`config.mk`:
```
export PLATFORM = sky130hd
export DESIGN_NAME = imem_loader_flat
export DESIGN_NICKNAME = d
export VERILOG_FILES = /design/src/rtl/cpu_ctrl_pkg.sv /design/src/rtl/imem_loader_if.sv /design/src/rtl/word_packer.sv /design/src/rtl/imem_loader.sv /design/src/flat_wrapper.sv
export SDC_FILE = /design/constraint.sdc
export NUM_CORES = 1
export LEC_CHECK = 0
export CAP_MARGIN = 20
export CORE_UTILIZATION = 51
export DETAILED_ROUTE_END_ITERATION = 10
export GPL_TIMING_DRIVEN = 0
export PLACE_DENSITY = 0.87
export SKIP_LAST_GASP = 1
export SLEW_MARGIN = 10
export SYNTH_ARGS = -nofsm -noshare
export SYNTH_HDL_FRONTEND = slang
export SYNTH_HIERARCHICAL = 1
export SYNTH_SLANG_ARGS = --single-unit
export TNS_END_PERCENT = 50
```
`constraint.sdc`:
```
create_clock -name clk -period 2.9 [get_ports clk]
set_clock_uncertainty 0.05 [all_clocks]
set_input_delay 0.58 -clock clk [delete_from_list [all_inputs] [get_ports clk]]
set_output_delay 0.58 -clock clk [all_outputs]
set_load 0.02 [all_outputs]
```
`src/rtl/cpu_ctrl_pkg.sv`:
```
// Shared control definitions: decoder opcodes, field
// positions and the program-loader state encoding.
package cpu_ctrl_pkg;

  localparam logic [5:0] OPC_RTYPE = 6'b000000;
  localparam logic [5:0] OPC_IMM   = 6'b111111;
  localparam int OPC_MSB = 31;
  localparam int OPC_LSB = 26;
  localparam int FUNCT_W = 4;

  typedef enum logic [2:0] {
    S_IDLE,
    S_LEN,
    S_DATA,
    S_WRITE,
    S_DONE,
    S_ERROR
  } ld_state_e;

  function automatic logic opc_ok(input logic [5:0] opc);
    return (opc == OPC_RTYPE) || (opc == OPC_IMM);
  endfunction

endpackage

```
`src/rtl/imem_loader_if.sv`:
```
// Byte stream in, instruction-memory write port out.
// master = stream source / memory, slave = loader.
interface imem_loader_if #(
  parameter int ADDR_W = 6
);

  logic              in_valid;
  logic [7:0]        in_data;
  logic              in_ready;
  logic              imem_we;
  logic [ADDR_W-1:0] imem_addr;
  logic [31:0]       imem_wdata;

  modport master (
    output in_valid, in_data,
    input  in_ready, imem_we, imem_addr, imem_wdata
  );

  modport slave (
    input  in_valid, in_data,
    output in_ready, imem_we, imem_addr, imem_wdata
  );

endinterface

```
`src/rtl/word_packer.sv`:
```
// Packs stream bytes little-endian into a 32-bit word.
// word_full flags the transfer that supplies byte 3.
module word_packer (
  input  logic        clk,
  input  logic        rst_n,
  input  logic        clr,
  input  logic        load,
  input  logic [7:0]  data,
  output logic        word_full,
  output logic [31:0] word
);

  logic [1:0] cnt;

  assign word_full = load && (cnt == 2'd3);

  always_ff @(posedge clk or negedge rst_n) begin
    if (!rst_n) begin
      cnt  <= 2'd0;
      word <= 32'd0;
    end else if (clr) begin
      cnt  <= 2'd0;
      word <= 32'd0;
    end else if (load) begin
      word[{cnt, 3'b000} +: 8] <= data;
      cnt <= cnt + 2'd1;
    end
  end

endmodule

```
`src/rtl/imem_loader.sv`:
```
// Boot loader: length byte, then N words checked and
// written to imem; core held in reset until done.
module imem_loader
  import cpu_ctrl_pkg::*;
#(
  parameter int ADDR_W = 6
) (
  input  logic         clk,
  input  logic         rst_n,
  input  logic         start,
  imem_loader_if.slave bus,
  output logic         core_hold,
  output logic         done,
  output logic         err
);

  localparam int IW  = ADDR_W + 1;
  localparam int CAP = 1 << ADDR_W;

  ld_state_e   state, state_nx;
  logic [IW-1:0] idx, num, idx_inc;
  logic        take, restart, clr;
  logic        word_full;
  logic [31:0] word;
  logic [5:0]  opc;

  assign take    = bus.in_valid && bus.in_ready;
  assign restart = start && (state == S_IDLE ||
                   state == S_DONE || state == S_ERROR);
  assign clr     = restart || (state == S_WRITE);
  assign idx_inc = idx + IW'(1);
  // opcode of the word being completed lives in the last byte
  assign opc = bus.in_data[OPC_MSB-24:OPC_LSB-24];

  word_packer u_pack (
    .clk       (clk),
    .rst_n     (rst_n),
    .clr       (clr),
    .load      (take && state == S_DATA),
    .data      (bus.in_data),
    .word_full (word_full),
    .word      (word)
  );

  always_ff @(posedge clk or negedge rst_n) begin
    if (!rst_n) begin
      state <= S_IDLE;
      idx   <= '0;
      num   <= '0;
    end else begin
      state <= state_nx;
      if (restart)
        idx <= '0;
      else if (state == S_WRITE)
        idx <= idx_inc;
      if (state == S_LEN && take)
        num <= IW'(bus.in_data);
    end
  end

  always_comb begin
    state_nx       = state;
    bus.in_ready   = 1'b0;
    bus.imem_we    = 1'b0;
    bus.imem_addr  = idx[ADDR_W-1:0];
    bus.imem_wdata = word;
    core_hold      = 1'b1;
    done           = 1'b0;
    err            = 1'b0;
    unique case (state)
      S_IDLE: begin
        if (start) state_nx = S_LEN;
      end
      S_LEN: begin
        bus.in_ready = 1'b1;
        if (take) begin
          if (bus.in_data == 8'd0)
            state_nx = S_DONE;
          else if (32'(bus.in_data) > 32'(CAP))
            state_nx = S_ERROR;
          else
            state_nx = S_DATA;
        end
      end
      S_DATA: begin
        bus.in_ready = 1'b1;
        if (word_full)
          state_nx = opc_ok(opc) ? S_WRITE : S_ERROR;
      end
      S_WRITE: begin
        bus.imem_we = 1'b1;
        state_nx = (idx_inc == num) ? S_DONE : S_DATA;
      end
      S_DONE: begin
        done      = 1'b1;
        core_hold = 1'b0;
        if (start) state_nx = S_LEN;
      end
      S_ERROR: begin
        err = 1'b1;
        if (start) state_nx = S_LEN;
      end
      default: state_nx = S_IDLE;
    endcase
  end

endmodule

```
`src/flat_wrapper.sv`:
```
// flat-port wrapper written by rule: the top's interface ports become plain ports
module imem_loader_flat import cpu_ctrl_pkg::*;
#(
  parameter int ADDR_W = 6
)
  (clk, rst_n, start, core_hold, done, err, bus_in_valid, bus_in_data, bus_in_ready, bus_imem_we, bus_imem_addr, bus_imem_wdata);
  imem_loader_if #(.ADDR_W(ADDR_W)) bus_i ();
  input  logic clk;
  input  logic rst_n;
  input  logic start;
  output logic core_hold;
  output logic done;
  output logic err;
  input wire logic [$bits(bus_i.in_valid)-1:0] bus_in_valid;
  input wire logic [$bits(bus_i.in_data)-1:0] bus_in_data;
  output wire logic [$bits(bus_i.in_ready)-1:0] bus_in_ready;
  output wire logic [$bits(bus_i.imem_we)-1:0] bus_imem_we;
  output wire logic [$bits(bus_i.imem_addr)-1:0] bus_imem_addr;
  output wire logic [$bits(bus_i.imem_wdata)-1:0] bus_imem_wdata;
  assign bus_i.in_valid = bus_in_valid;
  assign bus_i.in_data = bus_in_data;
  assign bus_in_ready = bus_i.in_ready;
  assign bus_imem_we = bus_i.imem_we;
  assign bus_imem_addr = bus_i.imem_addr;
  assign bus_imem_wdata = bus_i.imem_wdata;
  imem_loader #(.ADDR_W(ADDR_W)) u_core (.clk(clk), .rst_n(rst_n), .start(start), .bus(bus_i), .core_hold(core_hold), .done(done), .err(err));
endmodule
```
==> results.py <==
metrics = {
    "critical_path": {
        "path_max_fanout": 9,
        "crit_family": "buffers and inverters",
        "critPathLaunch": "u_core/state[2]$_DFFE_PN0P_",
        "crit_end": "bus_imem_we",
        "reg2regPathDepth": 8,
        "reg2reg_from": "u_core/state[0]$_DFFE_PN0P_",
        "crit_required_ps": 2270,
        "endpoint_kind": "output pin",
        "cp-start-kind": "register",
        "rr_endpoint": "u_core/u_pack/word[8]$_DFFE_PN0P_",
        "cp_num_buf_inv": 2,
        "critPathMaxStageDelay_ps": 640,
        "cp.arrival_ps": 2090,
        "r2r_setup_slack_ps": 250,
        "cp_slowest_cell": "clkdlybuf4s50_1",
        "critical_path_class": "register to output pin",
        "path_depth": 4,
        "path_cells": "nor2b_1 -> nand2_1 -> inv_1 -> clkdlybuf4s50_1",
    },
    "synthesis": {
        "syn_inst": 223,
        "avgSynthCellArea_um2": 11.5,
        "yosysWarningCount": 6,
        "yosys.area.top_type": "dfrtp_1",
        "synth-seq-area-share": 0.499,
        "yosysUniqueCellTypes": 39,
        "synth_edf_count": 0,
        "async_flop_share": 1.00,
        "synth_nets": 241,
        "ys_seq_elements": 51,
        "ys_top_cells_by_area": "dfrtp_1 (50%), a32o_1 (13%), mux2_2 (3.1%)",
        "ys.flop_type": "dfrtp_1",
        "syn_area_um2": 2560,
        "synth_top_area_share": 0.499,
    },
    "sta": {
        "setup_slack_ps": 177,
        "hold-worst-slack_ps": 233,
        "rsz0062_at_grt": "no",
        "finalMaxSlewViolations": 0,
        "final_hold_viol_count": 0,
        "max_freq_mhz": 367,
        "period_share": 0.939,
        "setup_violations": 0,
        "max_slew.worst_pin.slew_ps": 652,
        "slew_headroom": 0.566,
        "fin_crit_ps": 2720,
    },
    "grt": {
        "grt_max_degree": 28,
        "grt_util_all_layers": 0.244,
        "grt_pass1_wl_um": 9870,
        "antenna_found_initial": 0,
        "grt_pass1_vias": 2031,
        "overflow": 0,
    },
    "hold_path": {
        "hold_path.class": "primary input to async pin",
    },
    "clock_network": {
        "clock_sinks": 51,
        "htreeDepth": 2,
        "cts_tree": "yes",
        "clk_latency_ps": 290,
        "cts_setup_buffers": 0,
        "cts_buffers": 5,
        "cts_buffer_depth": 2,
        "cts_root_buffer": "clkbuf_8",
        "clkTransAtPathRegs_ps": 90,
        "cts_resized": 0,
        "cts_hold_buffers": 0,
    },
    "final_layout": {
        "drive_gt1_frac": 0.108,
        "nets": 303,
        "areaGrowthSynthToFinish_pct": 28.2,
        "final.fill_count": 357,
        "insertedDiodeCount": 0,
        "final_common_cell": "clkdlybuf4s50_1",
        "most-common-layout-cells": "clkdlybuf4s50_1 (53), dfrtp_1 (51), a32o_1 (32), nor2_1 (19), o21ai_0 (11)",
    },
    "drt": {
        "drc_errors": 0,
        "drtIter0Drc": 103,
        "drt_wl_total_um": 6070,
        "ant_nets": 0,
        "first_pass_iters": 4,
        "dr_total_vias": 2068,
        "wl_per_cell_um": 17.2,
        "viasPerCell": 5.86,
    },
    "die": {
        "die_w_um": 72.8,
        "die_area_um2": 5300,
        "initial_utilization": 0.535,
        "rows": 25,
        "io_pins": 55,
        "core-area_um2": 4790,
        "die_h_um": 72.8,
    },
    "placed_design": {
        "dp_hpwl_um": 4330,
        "pre_cts_ws_ps": 188,
        "gp_congestion": 0.903,
        "io_buffer_count": 54,
    },
    "job": {
        "drv_cap": 0,
    },
    "power_and_ir_drop": {
        "peakVddDrop_v": 0.000394,
        "p_per_area_nw_per_um2": 675,
        "p_leak_nw": 1.39,
    },
    "outcome": {
        "status": "finished clean",
    },
}
cells in the mapped netlist (2+ instances only):
cell type and count:
nor2b_1 10, a32o_1 32, xnor2_1 8, and2_1 4
inv_1 7, buf_4 6, nor2_1 19, buf_6 4
mux2_2 7, a21oi_1 7, clkbuf_1 2, dfrtp_1 51
buf_1 2, o21ai_0 11, buf_2 2, ha_1 6
nand2_1 10, xor2_1 6, o41ai_1 2, nor4_1 2
nand2b_1 4, nand3_1 3, nor3_1 2
cell type report:
class	instances	area (µm²)	area share
Buffer	16	115	0.0351
Clock inverter	1	5.00	0.00153
Tap cell	67	83.8	0.0256
Inverter	7	26.3	0.00801
Sequential cell	51	1280	0.389
Clock buffer	7	76.3	0.0233
Multi-Input combinational cell	149	1140	0.348
Timing Repair Buffer	55	556	0.169
where the power goes:
group          total (W)  switching, W  internal [W]
Combinational   0.000924      0.000535      0.000389
Clock           0.000385      0.000215      0.000170
Sequential      0.000906     0.0000920      0.000814
through the flow:
stage           util  setup TNS [ps]  cell area (µm²)  power (W)  instances
2_1_floorplan      -               0             2560    0.00153        223
3_3_place_gp   0.665          -11650             3180    0.00179        344
3_5_place_dp   0.668               0             3200    0.00183        345
4_1_cts        0.685               0             3280    0.00222        353
5_1_grt        0.685               0             3280    0.00234        353
6_report       0.685               0             3280    0.00221        353
layer usage:
metal,global-route usage,wire length (µm),vias to the layer above
li1,-,-,949
met1,0.317,2540,1023
met2,0.422,3050,92
met3,0.0539,457,4
met4,0.0479,27,0
met5,0,0,-
worst reg2reg max path, delay by kind of cell (launching register included):
family / cells / cell delay [ps]
AO/OA/AOI/OAI: 2 / 740
buffers and inverters: 3 / 490
flip-flops: 1 / 420
AND/OR/NAND/NOR: 3 / 880
worst min path at each step:
stage                     slack [ps]  cells past startpoint                                 end                               start
after detailed placement         430                      1  u_core/u_pack/word[25]$_DFFE_PN0P_  u_core/u_pack/word[25]$_DFFE_PN0P_
final                            230                      1           u_core/idx[5]$_DFFE_PN0P_                               rst_n
after global routing             270                      1           u_core/idx[5]$_DFFE_PN0P_                               rst_n
after CTS                        250                      1           u_core/idx[5]$_DFFE_PN0P_                               rst_n
after global placement           420                      1  u_core/u_pack/word[10]$_DFFE_PN0P_  u_core/u_pack/word[10]$_DFFE_PN0P_
after floorplan                  230                      0           u_core/idx[0]$_DFFE_PN0P_                               rst_n
kinds of logic after synthesis:
logic type | after synthesis | share of synthesized area
AOI/OAI and AO/OA | 60 | 0.204
xor gates and xnor gates | 14 | 0.0479
adders and majority gates | 6 | 0.0293
buffers and inverters | 23 | 0.0553
DFF | 51 | 0.499
muxes | 8 | 0.0347
and+or+nand+nor | 61 | 0.130
flip-flops by register name (all words and copies together), names as in the netlist:
register            flops
u_core/idx              7
u_core/num              7
u_core/state            3
u_core/u_pack/cnt       2
u_core/u_pack/word     32
Note: power is estimated with default switching activity, not from simulation.
